**config.mk**
```make
export PLATFORM = sky130hd
export DESIGN_NAME = decoder_iter_ctrl_flat
export DESIGN_NICKNAME = d
export VERILOG_FILES = /design/src/rtl/decoder_iter_ctrl_pkg.sv /design/src/rtl/decoder_iter_ctrl_if.sv /design/src/rtl/decoder_iter_ctrl_watchdog.sv /design/src/rtl/decoder_iter_ctrl.sv /design/src/flat_wrapper.sv
export SDC_FILE = /design/constraint.sdc
export NUM_CORES = 1
export LEC_CHECK = 0
export ABC_CLOCK_PERIOD_IN_PS = 3100
export BUFFER_PORTS_ARGS = -buffer_cell sky130_fd_sc_hd__buf_2
export CAP_MARGIN = 20
export CORE_MARGIN = 1.5
export CORE_UTILIZATION = 24
export DETAILED_ROUTE_END_ITERATION = 8
export PLACE_DENSITY_LB_ADDON = 0.3
export SLEW_MARGIN = 15
export SYNTH_ARGS = -nofsm -noshare
export SYNTH_HDL_FRONTEND = slang
export SYNTH_SLANG_ARGS = --single-unit
```
**constraint.sdc**
```tcl
create_clock -name clk -period 3.1 [get_ports clk]
set_clock_uncertainty 0.05 [all_clocks]
set_input_delay 0.62 -clock clk [delete_from_list [all_inputs] [get_ports clk]]
set_output_delay 0.62 -clock clk [all_outputs]
set_load 0.02 [all_outputs]
```
**src/rtl/decoder_iter_ctrl_pkg.sv**
```systemverilog
// Shared definitions for the min-sum decoder iteration controller.
//   state_t   : controller FSM encoding
//   RESET_VAL : value every control output/flag takes in reset
package decoder_iter_ctrl_pkg;

  typedef enum logic [2:0] {
    IDLE  = 3'd0,
    LOAD  = 3'd1,
    START = 3'd2,
    WAIT  = 3'd3,
    CHECK = 3'd4,
    DONE  = 3'd5
  } state_t;

  localparam logic RESET_VAL = 1'b0;

endpackage

```
**src/rtl/decoder_iter_ctrl_if.sv**
```systemverilog
// Handshake bundle between the iteration controller (master) and its
// environment: LLR assembler, min-sum datapath and result consumer (slave).
//   llr_ready/llr_ack      : codeword handoff from the assembler
//   load_en                : datapath latches the LLR vector
//   layer_start/layer_done : one iteration request/completion
//   syndrome_ok            : hard decision satisfies all checks
//   out_valid/out_ready    : result handoff with iters_used/early_stop/timeout_err
//   busy                   : controller not idle
interface decoder_iter_ctrl_if #(
  parameter int ITER_W = 4
);
  logic              llr_ready;
  logic              llr_ack;
  logic              load_en;
  logic              layer_start;
  logic              layer_done;
  logic              syndrome_ok;
  logic              out_valid;
  logic              out_ready;
  logic [ITER_W-1:0] iters_used;
  logic              early_stop;
  logic              timeout_err;
  logic              busy;

  modport master (
    input  llr_ready, layer_done, syndrome_ok, out_ready,
    output llr_ack, load_en, layer_start, out_valid,
           iters_used, early_stop, timeout_err, busy
  );

  modport slave (
    output llr_ready, layer_done, syndrome_ok, out_ready,
    input  llr_ack, load_en, layer_start, out_valid,
           iters_used, early_stop, timeout_err, busy
  );
endinterface

```
**src/rtl/decoder_iter_ctrl_watchdog.sv**
```systemverilog
// Per-layer watchdog counter.
//   clk, rst : clock, synchronous active-high reset
//   clear    : force count to 0
//   enable   : count one cycle
//   count    : cycles counted since the last clear (saturates at TIMEOUT)
//   expired  : this enabled cycle brings the count to TIMEOUT
module decoder_watchdog #(
  parameter int TMO_W   = 8,
  parameter int TIMEOUT = 255
) (
  input  logic             clk,
  input  logic             rst,
  input  logic             clear,
  input  logic             enable,
  output logic [TMO_W-1:0] count,
  output logic             expired
);
  localparam logic [TMO_W-1:0] TMO_MAX  = TMO_W'(TIMEOUT);
  localparam logic [TMO_W-1:0] TMO_LAST = TMO_W'(TIMEOUT - 1);

  always_ff @(posedge clk) begin
    if (rst || clear)
      count <= '0;
    else if (enable && count != TMO_MAX)
      count <= count + 1'b1;
  end

  // Flags the cycle whose increment reaches TIMEOUT, so a layer gets
  // exactly TIMEOUT cycles in WAIT before the abort.
  assign expired = enable && (count == TMO_LAST);

endmodule

```
**src/rtl/decoder_iter_ctrl.sv**
```systemverilog
// Iteration controller for a min-sum LDPC decoder. Accepts a codeword from
// the LLR assembler, runs up to N_ITER datapath iterations, stops early on a
// satisfied syndrome or aborts on a per-layer watchdog, then presents the
// result until the consumer accepts it. All outputs are registered.
//   clk, rst : clock, synchronous active-high reset
//   bus      : decoder_iter_ctrl_if master modport (see interface header)
module decoder_iter_ctrl
  import decoder_iter_ctrl_pkg::*;
#(
  parameter int N_ITER  = 5,
  parameter int ITER_W  = 4,
  parameter int TIMEOUT = 255,
  parameter int TMO_W   = 8
) (
  input logic                  clk,
  input logic                  rst,
  decoder_iter_ctrl_if.master  bus
);
  localparam logic [ITER_W-1:0] ITER_MAX = ITER_W'(N_ITER);

  state_t           state;
  logic             wd_expired;
  logic [TMO_W-1:0] unused_wd_count;

  decoder_watchdog #(
    .TMO_W   (TMO_W),
    .TIMEOUT (TIMEOUT)
  ) u_watchdog (
    .clk     (clk),
    .rst     (rst),
    .clear   (state == START),
    .enable  (state == WAIT),
    .count   (unused_wd_count),
    .expired (wd_expired)
  );

  // Outputs are computed for the state being entered, so each one is valid
  // in the same cycle as the state it belongs to.
  always_ff @(posedge clk) begin
    if (rst) begin
      state           <= IDLE;
      bus.llr_ack     <= RESET_VAL;
      bus.load_en     <= RESET_VAL;
      bus.layer_start <= RESET_VAL;
      bus.out_valid   <= RESET_VAL;
      bus.iters_used  <= '0;
      bus.early_stop  <= RESET_VAL;
      bus.timeout_err <= RESET_VAL;
      bus.busy        <= RESET_VAL;
    end else begin
      bus.llr_ack     <= 1'b0;
      bus.load_en     <= 1'b0;
      bus.layer_start <= 1'b0;
      case (state)
        IDLE: if (bus.llr_ready) begin
          state           <= LOAD;
          bus.llr_ack     <= 1'b1;
          bus.load_en     <= 1'b1;
          bus.iters_used  <= '0;
          bus.early_stop  <= 1'b0;
          bus.timeout_err <= 1'b0;
          bus.busy        <= 1'b1;
        end
        LOAD: begin
          state           <= START;
          bus.layer_start <= 1'b1;
        end
        START: state <= WAIT;
        WAIT: begin
          // A completion in the expiry cycle still counts as a finished layer.
          if (bus.layer_done) begin
            state          <= CHECK;
            bus.iters_used <= bus.iters_used + 1'b1;
          end else if (wd_expired) begin
            state           <= DONE;
            bus.timeout_err <= 1'b1;
            bus.out_valid   <= 1'b1;
          end
        end
        CHECK: begin
          if (bus.syndrome_ok) begin
            state          <= DONE;
            bus.early_stop <= 1'b1;
            bus.out_valid  <= 1'b1;
          end else if (bus.iters_used == ITER_MAX) begin
            state         <= DONE;
            bus.out_valid <= 1'b1;
          end else begin
            state           <= START;
            bus.layer_start <= 1'b1;
          end
        end
        DONE: if (bus.out_ready) begin
          state         <= IDLE;
          bus.out_valid <= 1'b0;
          bus.busy      <= 1'b0;
        end
        default: begin
          state         <= IDLE;
          bus.out_valid <= 1'b0;
          bus.busy      <= 1'b0;
        end
      endcase
    end
  end

endmodule
```
**src/flat_wrapper.sv**
```systemverilog
// flat-port wrapper written by rule: the top's interface ports become plain ports
module decoder_iter_ctrl_flat import decoder_iter_ctrl_pkg::*;
#(
  parameter int N_ITER  = 5,
  parameter int ITER_W  = 4,
  parameter int TIMEOUT = 255,
  parameter int TMO_W   = 8
)
  (clk, rst, bus_llr_ready, bus_layer_done, bus_syndrome_ok, bus_out_ready, bus_llr_ack, bus_load_en, bus_layer_start, bus_out_valid, bus_iters_used, bus_early_stop, bus_timeout_err, bus_busy);
  decoder_iter_ctrl_if #(.ITER_W(ITER_W)) bus_i ();
  input logic clk;
  input logic rst;
  input wire logic [$bits(bus_i.llr_ready)-1:0] bus_llr_ready;
  input wire logic [$bits(bus_i.layer_done)-1:0] bus_layer_done;
  input wire logic [$bits(bus_i.syndrome_ok)-1:0] bus_syndrome_ok;
  input wire logic [$bits(bus_i.out_ready)-1:0] bus_out_ready;
  output wire logic [$bits(bus_i.llr_ack)-1:0] bus_llr_ack;
  output wire logic [$bits(bus_i.load_en)-1:0] bus_load_en;
  output wire logic [$bits(bus_i.layer_start)-1:0] bus_layer_start;
  output wire logic [$bits(bus_i.out_valid)-1:0] bus_out_valid;
  output wire logic [$bits(bus_i.iters_used)-1:0] bus_iters_used;
  output wire logic [$bits(bus_i.early_stop)-1:0] bus_early_stop;
  output wire logic [$bits(bus_i.timeout_err)-1:0] bus_timeout_err;
  output wire logic [$bits(bus_i.busy)-1:0] bus_busy;
  assign bus_i.llr_ready = bus_llr_ready;
  assign bus_i.layer_done = bus_layer_done;
  assign bus_i.syndrome_ok = bus_syndrome_ok;
  assign bus_i.out_ready = bus_out_ready;
  assign bus_llr_ack = bus_i.llr_ack;
  assign bus_load_en = bus_i.load_en;
  assign bus_layer_start = bus_i.layer_start;
  assign bus_out_valid = bus_i.out_valid;
  assign bus_iters_used = bus_i.iters_used;
  assign bus_early_stop = bus_i.early_stop;
  assign bus_timeout_err = bus_i.timeout_err;
  assign bus_busy = bus_i.busy;
  decoder_iter_ctrl #(.N_ITER(N_ITER), .ITER_W(ITER_W), .TIMEOUT(TIMEOUT), .TMO_W(TMO_W)) u_core (.clk(clk), .rst(rst), .bus(bus_i));
endmodule
```
==> run metrics <==
Tcrit/Tclk final 55.8%; CP Max Fanout 13; placed inst area 1250 um^2; Leakage 0.504 nW; FMAX 0.578 GHz; CTS Hold Buffers Added 0; Via density 5.05; worst-margin pin slew 516 ps; status completed; Hold Fails Final Rpt 0; largest family of logic cells by synthesized area simple AND/OR/NAND/NOR gates; register area share after synthesis 36.6%; depth of the most critical reg-to-reg path 4; worst r2r src u_core.state[0]$_SDFFE_PP0P_; global-route wire length before repair 4120 um; yosys warns 0; pins over their slew limit 0; GRT Residual Overflow 0; Crit Path Class reg2reg; P&R area growth vs syn 12.7%; mux contribution to synthesized area 0%; gpl congestion 0.773; slew margin rel. 65.5%; EDFF count, synth 0; Mapped Area 1150 um^2; I/O Pins 17; routed wire length 2400 um; initial antenna violation count 0; WP data arrival 1880 ps; vias 999; most frequent cells in the layout dfxtp_1, buf_2, nor2_1; CTS sink cnt 21; Final WS setup 1370 ps; CTS Buffer Depth 2; Compound-Gate Fraction of Synth Area 20.1%; unrepaired setup endpoints after global routing no; design area 1300 um^2; Die W 72.2 um; DP HPWL 1780 um; Port Buf Inserts 16; Initial Util 25.7%; final setup TNS 0 ps; row cnt 24; Reg area 420 um^2; Syn Area/Cell 8.58 um^2; worst vdd ir 0.000129 V; end of the critical path u_core.u_watchdog.count[5]$_SDFFE_PP0P_; Die Y 72.2 um; layout net count 157; final setup violation count 0; min-delay worst type reg2reg; DRT iter0 DRCs 78; layout cells sized above 1 18.5%; Synth Instances 134; # resized after CTS 0; Power Total 600 uW; max-cap viol count 0; DRT antenna net count 0; Worst-path clk slew 80 ps; CTS tree yes; Synth Register Bits 21; CTS Buf Count 3; Post-Synth Adder-Cell Area 4.35%; TritonRoute pass-1 iters 4; core area 4470 um^2; Worst Setup End Kind register; CTS root buffer clkbuf_8; async set or reset register ratio after synthesis 0%; area of the multi-input gates 663 um^2; Post-synth top flop dfxtp_1; commonest non-fill, non-tap cell in the layout dfxtp_1; RR Endpoint u_core.u_watchdog.count[5]$_SDFFE_PP0P_; xor and xnor fraction of the mapped netlist area 3.81%; Worst Setup SP u_core.state[0]$_SDFFE_PP0P_; post-place setup slack 1400 ps; WHS 419 ps; Tmin final 1730 ps; post-CTS setup buffers 0; n_diodes 0; Total GRT Usage 10.1%; number of fill cells in the layout 470; Clock Latency Late Sink 270 ps; type of origin of the critical path register; die area 5220 um^2; vias in the first global route 943; pwr dens 463 nW/um^2; average wire per cell in the routed design 12.1 um; Worst EP required 3250 ps; largest net degree at the start of global routing 18; r2r setup slk 1370 ps; worst hold start u_core.bus.timeout_err$_SDFFE_PP0P_; H-tree depth 1; remaining routing DRC violations 0; Post-Synth Simple-Gate Area 29.4%; number of distinct library cells after synthesis 44; post-synthesis net count 144
[state kept, by name (all words and copies together) (netlist names)]
signal / cells
u_core.bus.load_en: 1
u_core.bus.out_valid: 1
u_core.u_watchdog.count: 8
u_core.bus.layer_start: 1
u_core.bus.busy: 1
u_core.bus.timeout_err: 1
u_core.state: 3
u_core.bus.early_stop: 1
u_core.bus.iters_used: 4
[synth_stat cells, types with 3 or more instances]
| master | count | share of area [%] |
|---|---|---|
| dfxtp_1 | 21 | 37 |
| nor2_1 | 15 | 4.9 |
| nand3_1 | 10 | 4.4 |
| a21oi_1 | 8 | 3.5 |
| inv_1 | 6 | 2.0 |
| nand2_1 | 6 | 2.0 |
| ha_1 | 4 | 4.4 |
| nor3b_1 | 4 | 2.6 |
| o21ai_0 | 4 | 1.7 |
| buf_4 | 3 | 2.0 |
| clkbuf_1 | 3 | 0.98 |
| nand4_1 | 3 | 1.6 |
| o31ai_1 | 3 | 2.0 |
| xor2_1 | 3 | 2.3 |
[critical path: stages (launching register included)]
cell and delay [ps]:
dfxtp_1 600, and3b_1 410, nand4_1 150, or3_1 320
a21oi_1 130
[per-stage QoR]
step	instances	util, %
after global routing	198	29.0
after CTS	198	29.0
final	198	29.0
after floorplan	134	-
after global placement	194	28.0
after detailed placement	194	28.0
[layout make-up]
type                    count  area share (%)
clock buffers               4            3.47
repair buffers             16            6.18
inverters                   6            1.74
well taps                  52            5.02
multi-input cells          99            51.2
flip-flops and latches     21            32.4
[layer usage]
layer	GRT usage [%]	vias up	wire length (um)	part of all wire [%]
met5	0	-	0	0
met4	5.24	0	49	2.0
met3	2.92	5	128	5.3
met2	17.3	24	1100	46
met1	11.5	462	1130	47
li1	-	508	-	-
[how the worst min path moves through the flow]
stage / depth (start not counted) / end
floorplan: 2 / u_core.u_watchdog.count[5]$_SDFFE_PP0P_
global placement: 2 / u_core.bus.timeout_err$_SDFFE_PP0P_
detailed placement: 2 / u_core.bus.timeout_err$_SDFFE_PP0P_
CTS: 2 / u_core.bus.timeout_err$_SDFFE_PP0P_
global route: 2 / u_core.bus.timeout_err$_SDFFE_PP0P_
finish: 2 / u_core.bus.timeout_err$_SDFFE_PP0P_
[report_power, final]
| part | internal [mW] | switching, mW | leakage (nW) |
|---|---|---|---|
| sequential | 0.285 | 0.0232 | 0.171 |
| clock | 0.0919 | 0.0948 | 0.0228 |
| combinational | 0.0429 | 0.0624 | 0.311 |
[kinds of logic (layout without fill, tap and decap cells)]
| kind of cell | count (synthesis) | in the layout |
|---|---|---|
| compound gates | 32 | 32 |
| xor+xnor | 5 | 5 |
| fa+ha+maj | 4 | 4 |
| buf+inv | 14 | 26 |
| flops | 21 | 21 |
| simple gates | 58 | 58 |
Power figures use the tool's default switching activity.
